[src/rtl/adder_arbiter_pkg.sv]
// Shared definitions for the adder arbiter: op encodings, compare codes, FSM states.
// Latency: n/a (package only).
// Backpressure: n/a (package only).
package adder_arb_pkg;

  // Per-requester operation encodings carried on req_op
  localparam logic [1:0] OP_ADD = 2'b00;
  localparam logic [1:0] OP_SUB = 2'b01;
  localparam logic [1:0] OP_CMP = 2'b10;
  localparam logic [1:0] OP_RSV = 2'b11;

  // Result codes returned by a signed compare
  localparam int CMP_EQ = 0;
  localparam int CMP_GT = 2;
  localparam int CMP_LT = 4;

  // Arbiter sequencing: grant, execute on the shared adder, hold response
  typedef enum logic [1:0] {
    IDLE = 2'd0,
    EXEC = 2'd1,
    RESP = 2'd2
  } arb_state_e;

  // Requester-id width, never narrower than one bit
  function automatic int id_width(input int n);
    return (n > 2) ? $clog2(n) : 1;
  endfunction

endpackage

[src/rtl/adder_arbiter_universal_adder.sv]
// Plain ripple-free DATAWIDTH adder with carry-in; the single shared arithmetic resource.
// Latency: combinational.
// Backpressure: none; carry-out is not produced (arithmetic is modulo 2^DATAWIDTH).
module universal_adder #(
  parameter int DATAWIDTH = 32
) (
  input  logic [DATAWIDTH-1:0] a_i,
  input  logic [DATAWIDTH-1:0] b_i,
  input  logic                 cin_i,
  output logic [DATAWIDTH-1:0] sum_o
);

  // Subtraction is done by the caller passing ~b with carry-in set
  assign sum_o = a_i + b_i + {{(DATAWIDTH-1){1'b0}}, cin_i};

endmodule

[src/rtl/adder_arbiter.sv]
// Round-robin sharing of one universal_adder among NREQ requesters, one op in flight.
// Latency: handshake in cycle C, resp_valid in C+2; next grant possible at C+3.
// Backpressure: RESP holds data/id until resp_ready; all requesters see req_ready=0 meanwhile.
module adder_arbiter
  import adder_arb_pkg::*;
#(
  parameter  int DATAWIDTH = 32,
  parameter  int NREQ      = 3,
  localparam int IDW       = id_width(NREQ)
) (
  input  logic                      clk,
  input  logic                      rst,
  input  logic [NREQ-1:0]           req_valid,
  output logic [NREQ-1:0]           req_ready,
  input  logic [NREQ*DATAWIDTH-1:0] req_a,
  input  logic [NREQ*DATAWIDTH-1:0] req_b,
  input  logic [NREQ*2-1:0]         req_op,
  output logic                      resp_valid,
  input  logic                      resp_ready,
  output logic [DATAWIDTH-1:0]      resp_data,
  output logic [IDW-1:0]            resp_id
);

  localparam int MSB = DATAWIDTH - 1;

  arb_state_e           state_q;
  logic [IDW-1:0]       rr_ptr_q;
  logic [IDW-1:0]       rr_ptr_d;

  // Latched operation, owned by the arbiter from handshake until response
  logic [DATAWIDTH-1:0] a_q;
  logic [DATAWIDTH-1:0] b_q;
  logic [1:0]           op_q;
  logic [IDW-1:0]       id_q;

  // Registered response
  logic                 resp_valid_q;
  logic [DATAWIDTH-1:0] resp_data_q;
  logic [IDW-1:0]       resp_id_q;

  // Grant selection
  logic [NREQ-1:0]      grant_oh;
  logic [IDW-1:0]       grant_id;
  logic                 grant_found;
  logic [DATAWIDTH-1:0] a_sel;
  logic [DATAWIDTH-1:0] b_sel;
  logic [1:0]           op_sel;

  // Shared adder datapath
  logic [DATAWIDTH-1:0] add_b;
  logic                 add_cin;
  logic [DATAWIDTH-1:0] add_sum;
  logic                 cmp_lt;
  logic [DATAWIDTH-1:0] result_d;

  // Round-robin scan: first valid requester at or after rr_ptr, wrapping modulo NREQ
  always_comb begin
    int             idx;
    logic [IDW-1:0] idx_w;
    grant_oh    = '0;
    grant_id    = '0;
    grant_found = 1'b0;
    idx         = 0;
    idx_w       = '0;
    for (int k = 0; k < NREQ; k++) begin
      idx = int'(rr_ptr_q) + k;
      if (idx >= NREQ) begin
        idx = idx - NREQ;
      end
      idx_w = IDW'(idx);
      if (!grant_found && req_valid[idx_w]) begin
        grant_found     = 1'b1;
        grant_id        = idx_w;
        grant_oh[idx_w] = 1'b1;
      end
    end
  end

  // Operand mux for the grantee; pointer advances past it and wraps after NREQ-1
  always_comb begin
    a_sel  = '0;
    b_sel  = '0;
    op_sel = OP_ADD;
    for (int k = 0; k < NREQ; k++) begin
      if (grant_id == IDW'(k)) begin
        a_sel  = req_a[k*DATAWIDTH +: DATAWIDTH];
        b_sel  = req_b[k*DATAWIDTH +: DATAWIDTH];
        op_sel = req_op[k*2 +: 2];
      end
    end
    rr_ptr_d = (grant_id == IDW'(NREQ - 1)) ? '0 : grant_id + 1'b1;
  end

  // Grants are only offered from IDLE and are suppressed while reset is asserted
  assign req_ready = (state_q == IDLE && !rst) ? grant_oh : '0;

  // Adder is fed only from latched operands; sub/cmp use two's complement of b
  always_comb begin
    add_cin = (op_q != OP_ADD);
    add_b   = (op_q == OP_ADD) ? b_q : ~b_q;
  end

  universal_adder #(
    .DATAWIDTH(DATAWIDTH)
  ) u_adder (
    .a_i  (a_q),
    .b_i  (add_b),
    .cin_i(add_cin),
    .sum_o(add_sum)
  );

  // Result formatting; signed less-than looks at the sign bits first so overflow is harmless
  always_comb begin
    cmp_lt   = (a_q[MSB] ^ b_q[MSB]) ? a_q[MSB] : add_sum[MSB];
    result_d = '0;
    case (op_q)
      OP_ADD, OP_SUB: result_d = add_sum;
      OP_CMP: begin
        if (add_sum == '0) begin
          result_d = DATAWIDTH'(CMP_EQ);
        end else if (cmp_lt) begin
          result_d = DATAWIDTH'(CMP_LT);
        end else begin
          result_d = DATAWIDTH'(CMP_GT);
        end
      end
      default: result_d = '0;
    endcase
  end

  // Control FSM: latch on handshake, execute for one cycle, hold response until accepted
  always_ff @(posedge clk or posedge rst) begin
    if (rst) begin
      state_q      <= IDLE;
      rr_ptr_q     <= '0;
      a_q          <= '0;
      b_q          <= '0;
      op_q         <= OP_ADD;
      id_q         <= '0;
      resp_valid_q <= 1'b0;
      resp_data_q  <= '0;
      resp_id_q    <= '0;
    end else begin
      case (state_q)
        IDLE: begin
          // Any grant offered here is a handshake, since only valid requesters are granted
          if (grant_found) begin
            a_q      <= a_sel;
            b_q      <= b_sel;
            op_q     <= op_sel;
            id_q     <= grant_id;
            rr_ptr_q <= rr_ptr_d;
            state_q  <= EXEC;
          end
        end
        EXEC: begin
          resp_data_q  <= result_d;
          resp_id_q    <= id_q;
          resp_valid_q <= 1'b1;
          state_q      <= RESP;
        end
        RESP: begin
          if (resp_ready) begin
            resp_valid_q <= 1'b0;
            state_q      <= IDLE;
          end
        end
        default: begin
          resp_valid_q <= 1'b0;
          state_q      <= IDLE;
        end
      endcase
    end
  end

  assign resp_valid = resp_valid_q;
  assign resp_data  = resp_data_q;
  assign resp_id    = resp_id_q;

endmodule

[config.mk]
export PLATFORM = sky130hd
export DESIGN_NAME = adder_arbiter
export DESIGN_NICKNAME = d
export VERILOG_FILES = /design/src/rtl/adder_arbiter_pkg.sv /design/src/rtl/adder_arbiter_universal_adder.sv /design/src/rtl/adder_arbiter.sv
export SDC_FILE = /design/constraint.sdc
export NUM_CORES = 1
export LEC_CHECK = 0
export ABC_AREA = 1
export CAP_MARGIN = 20
export CORE_UTILIZATION = 53
export CTS_BUF_LIST = sky130_fd_sc_hd__clkbuf_4
export DETAILED_ROUTE_END_ITERATION = 10
export GPL_ROUTABILITY_DRIVEN = 0
export PLACE_DENSITY = 0.85
export SKIP_CTS_REPAIR_TIMING = 1
export SYNTH_ARGS = -nofsm -noshare
export SYNTH_HDL_FRONTEND = slang
export SYNTH_SLANG_ARGS = --single-unit
export TNS_END_PERCENT = 1
[constraint.sdc]
create_clock -name clk -period 11.5 [get_ports clk]
set_input_delay 2.875 -clock clk [delete_from_list [all_inputs] [get_ports clk]]
set_output_delay 2.875 -clock clk [all_outputs]
set_load 0.02 [all_outputs]
Word-level counts from Yosys, hierarchy flattened:

Cells that the tools add are included.
Widths: inputs -> output; s select.

* logic and storage cells: 102
* flip-flop bits (word level): 107
* output and inout port bits: 38

* reductions and logical operators: 18
* bitwise logic cells: 5
* magnitude comparators: 9
* muxes and demuxes: 45
* add/sub/neg operators: 8
* equal/unequal tests: 8

Operators by type and width (count)
* $mux 32: 7
* $pmux 32 s2: 1
* $add 32x1->32: 1
* $add 32x32->32: 1
* $logic_not 32->1: 1
* $not 32->32: 1
* $mux 2: 12
* $mux 3: 6
* $mux 1: 11
* $lt 2x3->1 const B: 3
* $bmux 1 s2: 3
* $demux 1 s2: 3
* $eq 2x1->1 const B: 3
* $eq 2x2->1 const B: 3
* $ge 2x1->1 const B: 3
* $ge 3x2->1 const B: 2
* $logic_and 1x1->1: 6
* $logic_not 2->1: 3
* $or 3x3->3: 2
* $pmux 2 s3: 1
* $reduce_and 2->1: 3
* $sub 2x2->2 const B: 3
* $ne 2x2->1 const B: 2
* $add 2x1->3 const B: 1
* other kinds (9): 11

Logic depth before layout (Yosys ltp):

Gate-level depths: netlist of run 1.

* word-level depth: 15
* mapped depth: 22
* depth with buffers taken out: 21

Hierarchy:

A second synthesis of run 1 with hierarchy kept.

* cells, all modules: 1406
* area total of the unflattened synthesis: 8672.1 µm²

Modules (own cells, without submodules)
* adder_arbiter: instances 1, cells an instance 915, area each 6299.8 µm²
* universal_adder: instances 1, cells an instance 491, area each 2372.3 µm²

Worst setup path after synthesis of run 1:

No wires, ideal clock.

* path kind: input -> output
* from: in rst
* to: out req_ready[1]
* required time: 8.625 ns
* slack: 2.765 ns
* stages on the path: 3
* data arrival time: 5.860 ns
* cell sequence: inv_1 > nand2_1 > a21oi_1

* cells in the longest elaborated chain, start to end: 3

RTL lines
* start: declaration: line adder_arbiter.sv:12 `input logic rst,`
* $logic_not 1->1 (no source line)
* $logic_and 1x1->1: line adder_arbiter.sv:95 `assign req_ready = (state_q == IDLE && !rst) ? grant_oh : '0;`
* $mux 3: line adder_arbiter.sv:95
* end: declaration: line adder_arbiter.sv:14 `output logic [NREQ-1:0] req_ready,`

Every way passes these cells.

Final worst setup path of run 1:

* from: in req_valid[2]
* to: out req_ready[1]

* cells in the longest elaborated chain, start to end: 10
* elaborated cells on any way between the ends: 18
* classes of those cells: 12 x mux; 2 x bitwise; 4 x reduce/logical

RTL lines
* start: declaration: line adder_arbiter.sv:13 `input logic [NREQ-1:0] req_valid,`
* $bmux 1 s2: line adder_arbiter.sv:71 `if (!grant_found && req_valid[idx_w]) begin`
* $mux 1 (implied by the code): line adder_arbiter.sv:71
* $mux 1: line adder_arbiter.sv:71
* $logic_not 1->1: line adder_arbiter.sv:71
* $logic_and 1x1->1: line adder_arbiter.sv:71
* $mux 1: line adder_arbiter.sv:71
* $logic_not 1->1: line adder_arbiter.sv:71
* $logic_and 1x1->1: line adder_arbiter.sv:71
* $mux 3 (*): line adder_arbiter.sv:71
* $mux 3 (*): line adder_arbiter.sv:95

Every way passes the cells marked *; elsewhere a longest branch is shown, timed or not. The select of a mux whose other input is x is not followed.

==> metrics.yaml, run 1 <==
outcome:
  outcome: "finished, final reports clean"
logic_synthesis:
  synth_cell_type_count: 42
  postSynthCellCount: 1139
  synth_edf_count: 0
  synth_area_leaders: "dfrtp_1 33%, nand2_1 14%, a21oi_1 7.1%"
  yosysMostFrequentCell: "nand2_1"
  yosys.area.top_type: "dfrtp_1"
  ys.flop_type: "dfrtp_1"
  yosysSeqAreaShare_pct: 32.9
  ys_top_cells_by_count: "297 x nand2_1, 143 x inv_1, 115 x a21oi_1"
  syn_nets: 1378
  syn_area_um2: 8130
  synth_warnings: 0
  synth-seq-cells: 107
  synthArstFlopShare_pct: 100
  syn_avg_cell_area_um2: 7.13
  synth_top_area_share_pct: 32.9
global_routing:
  grt_pass1_wl_um: 39600
  grt_overflow: 0
  first_global_vias: 7993
  grt_max_degree: 82
  antenna_found_initial: 1
  grt.total_usage_pct: 31.6
floorplan:
  die_w_um: 126
  initial_utilization_pct: 55.1
  core-area_um2: 14800
  rows: 44
  die_area_um2: 15800
  die_h_um: 126
  ioPinCount: 242
min_path:
  hp-class: "flip-flop to flip-flop"
clock_tree:
  cts.clk_slew.worst_paths_ns: 0.14
  worstSkewPairLatency_ns: 0.51
  clock_sinks: 107
  cts_tree: "yes"
  cts_buffers: 9
  htreeDepth: 3
  clock_path_buffers: 2
  cts.root.buffer_cell: "clkbuf_4"
timing:
  slew_viol_final: 0
  fin_crit_ns: 7.85
  finClkSkew_ns: 0.0158
  hold_violations: 0
  rsz0062_at_grt: "false"
  fin_tns_setup_ns: 0
  setup_viol: 0
  slew_headroom_pct: 30.8
  fmax_mhz: 127
  min_period_over_period_pct: 68.3
  tightest_slew_ns: 1.03
worst_setup_path:
  critPathArrivalTime_ns: 4.98
  end_kind: "output port"
  required_ns: 8.63
  crit_type: "input port to output port"
  crit_fanout: 3
  worstSetupStartpointType: "input port"
detailed_routing:
  wl_met1_um: 10500
  firstDrtPassIters: 5
  ant_nets: 0
  vias: 8441
  drt_iter0_drc: 545
  wire_per_inst_um: 15.9
  remaining_drc_errors: 0
  wl_met2_um: 11400
  routed_wl_um: 24500
  top_layer_used: "met4"
  avgViaCountPerCell: 5.47
  met3WireLength_um: 1770
placed_design:
  dp_hpwl_um: 19600
  port_buffers: 241
final_layout:
  area_growth_pct: 31.4
  drive_gt1_share_pct: 5.53
  nets: 1593
  fillCellCount: 1178
flow_run:
  max-cap-violations: 0
[cell families after synthesis]
logic type               count (synthesis)  synth area share, %
flip-flops                             107                 32.9
buffers and inverters                  193                 10.3
AND/OR/NAND/NOR                        479                 24.0
AO/OA/AOI/OAI                          289                 23.3
XOR/XNOR                                36                 3.88
adder cells (fa/ha/maj)                 35                 5.48
[layout by cell type (no fill, tap or decap), types with 2 or more instances in the layout]
master	n
o22ai_1	19
clkbuf_4	9
inv_1	142
inv_2	5
nand2_1	297
o21ai_1	14
ha_1	34
nand4_1	4
buf_4	8
clkinv_1	3
xnor2_1	8
nor2_4	3
and2_1	2
nand3_1	48
clkdlybuf4s50_1	241
xor2_1	28
nor2_1	104
nand3b_1	8
a31oi_1	7
a21oi_1	115
a22o_1	14
nor3_1	6
dfrtp_1	107
nand2_2	3
o21bai_1	5
a21o_1	3
o21ai_0	55
a22oi_2	39
a22oi_1	13
[path summary, 6_finish.rpt]
kind                       cells past startpoint  slack (ns)           from            end
setup / recovery                               9        3.65   req_valid[2]   req_ready[1]
hold / removal                                 2        0.50  resp_data[29]  resp_data[29]
setup reg to reg                              19        7.88        op_q[1]   resp_data[1]
hold reg to reg                                2        0.50  resp_data[29]  resp_data[29]
max in group asynchronous                      3        7.48            rst         a_q[6]
min in group asynchronous                      2        2.75            rst     resp_id[1]
[worst max-delay path, cell delays in order]
cell             delay (ns)
clkdlybuf4s50_1        0.48
inv_1                  0.06
o21ai_0                0.25
o21a_1                 0.17
nand2_1                0.08
o21ai_1                0.20
inv_2                  0.08
a21oi_1                0.16
clkdlybuf4s50_1        0.63
[stage by stage]
step	hold slack (ns)	std cells	utilization, %	cell area, um^2	setup slack [ns]
after detailed placement	0.474	1527	71.6	10600	3.73
after global placement	0.460	1527	71.6	10600	3.76
after CTS	0.504	1541	72.3	10700	3.72
after global routing	0.529	1542	72.4	10700	3.61
after floorplan	0.459	1139	-	8130	2.76
final	0.499	1542	72.4	10700	3.65
[routing by layer]
metal  GRT usage [%]  vias to the layer above
met2            51.9                      347
met4            13.3                        0
met3            5.06                       50
met1            41.7                     3867
li1                -                     4177
met5               0                        -
[state kept, by name (all words and copies together) (netlist names)]
name and count:
resp_valid 1, state_q 2, id_q 2, resp_data 32, b_q 32, a_q 32
op_q 2, resp_id 2, rr_ptr_q 2
[layout make-up]
| cell class | instances | area [um^2] | area share, % |
|---|---|---|---|
| clock buffer | 9 | 67.6 | 0.633 |
| multi-input combinational | 839 | 4620 | 43.3 |
| timing repair buffer | 249 | 2470 | 23.2 |
| clock inverter | 5 | 46.3 | 0.434 |
| sequential | 107 | 2680 | 25.1 |
| inverter | 148 | 558 | 5.23 |
| antenna | 1 | 2.50 | 0.0234 |
| tap | 184 | 230 | 2.16 |
Power of run 1 is left out: the tool's default activity adds up to more than one toggle a clock period on the data nets, which glitch-free logic cannot reach.
==> run 2, diff against run 1 <==
--- a/config.mk
+++ b/config.mk
@@ -7,11 +7,11 @@
 export LEC_CHECK = 0
 export ABC_AREA = 1
 export CAP_MARGIN = 20
-export CORE_UTILIZATION = 53
+export CORE_UTILIZATION = 45
 export CTS_BUF_LIST = sky130_fd_sc_hd__clkbuf_4
 export DETAILED_ROUTE_END_ITERATION = 10
 export GPL_ROUTABILITY_DRIVEN = 0
-export PLACE_DENSITY = 0.85
+export PLACE_DENSITY = 0.77
 export SKIP_CTS_REPAIR_TIMING = 1
 export SYNTH_ARGS = -nofsm -noshare
 export SYNTH_HDL_FRONTEND = slang
==> constraint.sdc (replaced) <==
create_clock -name clk -period 6.52 [get_ports clk]
set_input_delay 1.63 -clock clk [delete_from_list [all_inputs] [get_ports clk]]
set_output_delay 1.63 -clock clk [all_outputs]
set_load 0.02 [all_outputs]
==> run 2 against run 1 <==
Against the previous run: core utilization shrank 11 points; critical path type unchanged; highest routed layer unchanged; largest cell class unchanged; non-clock buffer count unchanged; critical path depth stayed put; count of clock-buffer cells in the layout is 3 higher.
==> metrics.yaml, run 2 (same netlist as run 1, synthesis figures left out) <==
detailed_routing:
  routed_wl_um: 25100  # was 24500 um
  vias: 8445  # was 8441
  avgViaCountPerCell: 5.33  # was 5.47
  ant_nets: 0  # unchanged
  remaining_drc_errors: 0  # unchanged
  drt_iter0_drc: 460  # was 545
  firstDrtPassIters: 5  # unchanged
  wire_per_inst_um: 15.8  # was 15.9 um
global_routing:
  grt_util_met2_pct: 44.2  # was 51.9%
  met3_usage_pct: 4.81  # was 5.06%
  first_global_vias: 8006  # was 7993
  grt.total_usage_pct: 28.0  # was 31.6%
  grt_use_met1_pct: 37.4  # was 41.7%
  grt_pass1_wl_um: 40000  # was 39600 um
  grt_max_degree: 69  # was 82
  busiest_layer: "met2"  # unchanged
  antenna_found_initial: 0  # was 1
  grt_overflow: 0  # unchanged
worst_setup_path:
  crit-reg2reg-launch: "op_q[1]"  # unchanged
  r2r-end: "resp_data[1]"  # unchanged
  crit_fanout: 4  # was 3
  critPathLaunch: "req_valid[2]"  # unchanged
  crit_chain: "clkdlybuf4s50_1, inv_1, o21ai_0, o21ai_0, nand2_2, nor2_4, a221oi_1, nor2_1, clkdlybuf4s50_1"  # was clkdlybuf4s50_1, inv_1, o21ai_0, o21a_1, nand2_1, o21ai_1, inv_2, a21oi_1, clkdlybuf4s50_1
  crit_buf_inv: 3  # was 4
  cp_slowest_stage_delay_ns: 0.54  # was 0.63 ns
  crit_family: "buffers and inverters"  # unchanged
  cp_num_cells: 9  # unchanged
  worstSetupStartpointType: "input port"  # unchanged
  cp_slowest_cell: "clkdlybuf4s50_1"  # unchanged
  end_kind: "output port"  # unchanged
  required_ns: 4.89  # was 8.63 ns
  critPathArrivalTime_ns: 3.67  # was 4.98 ns
  r2r_cells: 19  # unchanged
  r2r_slack_ns: 2.75  # was 7.88 ns
  crit_end: "req_ready[0]"  # was req_ready[1]
  crit_type: "input port to output port"  # unchanged
placed_design:
  port_buffers: 241  # unchanged
  dpl_worst_slack_ns: 1.27  # was 3.73 ns
  post_dp_cell_area_um2: 10600  # about the same
  dp_hpwl_um: 20000  # was 19600 um
floorplan:
  ioPinCount: 242  # unchanged
  core-area_um2: 17500  # was 14800 um^2
  die_h_um: 136  # was 126 um
  initial_utilization_pct: 46.5  # was 55.1%
  die_area_um2: 18600  # was 15800 um^2
  die_w_um: 136  # was 126 um
  rows: 48  # was 44
clock_tree:
  htreeDepth: 3  # unchanged
  cts_tree: "yes"  # unchanged
  cts_buffers: 9  # unchanged
  cts.clk_slew.worst_paths_ns: 0.14  # about the same
  clock_sinks: 107  # unchanged
  clock_path_buffers: 2  # unchanged
  worstSkewPairLatency_ns: 0.50  # was 0.51 ns
  cts.root.buffer_cell: "clkbuf_4"  # unchanged
final_layout:
  final_cell_mix: "297 x nand2_1, 241 x clkdlybuf4s50_1, 142 x inv_1"  # unchanged
  layout_commonest_cell: "nand2_1"  # unchanged
  nets: 1593  # unchanged
  drive_gt1_share_pct: 5.74  # was 5.53%
  fillCellCount: 1621  # was 1178
  final_cell_area_um2: 10800  # was 10700 um^2
  area_growth_pct: 32.6  # was 31.4%
timing:
  fmax_mhz: 189
  tightest_slew_ns: 1.00  # was 1.03 ns
  rsz0062_at_grt: "false"  # unchanged
  fin_crit_ns: 5.30
  post-route-worst-setup-slack_ns: 1.22  # was 3.65 ns
  hold_violations: 0  # unchanged
  finClkSkew_ns: 0.0188  # was 0.0158 ns
  fin_tns_setup_ns: 0  # unchanged
  min_period_over_period_pct: 81.3
  slew_headroom_pct: 33.0  # was 30.8%
  slew_viol_final: 0  # unchanged
  setup_viol: 0  # unchanged
outcome:
  outcome: "finished, final reports clean"  # unchanged
flow_run:
  max-cap-violations: 0  # unchanged
min_path:
  hp-class: "flip-flop to flip-flop"  # unchanged
run 2: cell count changes in the layout (fill, tap and decap cells not counted), sizes merged:
cell	change
bufinv	+1
clkbuf	+3
clkinv	-3
run 2: worst min path at each step:
stage	start	to	slack, ns	cells after the start
after floorplan	a_q[28]	a_q[28]	0.46	2
after global placement	resp_data[7]	resp_data[7]	0.46	1
after detailed placement	resp_data[7]	resp_data[7]	0.47	1
after CTS	resp_data[7]	resp_data[7]	0.50	1
after global routing	resp_data[7]	resp_data[7]	0.51	1
final	resp_data[7]	resp_data[7]	0.49	1
run 2: worst reg2reg max path: stages (launching register included):
cell	delay (ns)
dfrtp_1	0.53
nor2_4	0.31
buf_4	0.43
xor2_1	0.25
fa_1	0.47
inv_1	0.07
nand2_1	0.04
nand2_1	0.11
nand3_1	0.10
nand2_1	0.15
nand2_1	0.09
nand2_1	0.15
nand3_1	0.10
nand2_1	0.09
xor2_1	0.27
nand2_1	0.09
nor2_1	0.14
nand3_1	0.13
nand2_1	0.11
nand2_1	0.05
run 2: metrics by stage:
stage | hold WS, ns | instances | util (%)
finish | 0.495 | 1584 | 61.7
global route | 0.511 | 1583 | 61.7
CTS | 0.497 | 1583 | 61.7
detailed placement | 0.467 | 1568 | 60.8
global placement | 0.459 | 1568 | 60.8
floorplan | 0.459 | 1139 | -
run 2: routing by layer:
metal | up-vias | wire [um]
li1 | 4175 | -
met1 | 3874 | 11100
met2 | 336 | 11300
met3 | 60 | 1620
met4 | 0 | 973
met5 | - | 0
run 2: cell type report:
class / count / area [um^2] / share of cell area (%)
multi-input cells: 839 / 4620 / 42.9
repair buffers: 249 / 2480 / 23.1
clock buffers: 12 / 90.1 / 0.836
flip-flops and latches: 107 / 2680 / 24.8
well taps: 225 / 282 / 2.61
clock inverters: 3 / 63.8 / 0.592
inverters: 148 / 558 / 5.18
diodes: 1 / 2.50 / 0.0232
Power of run 2 is left out for the same reason.
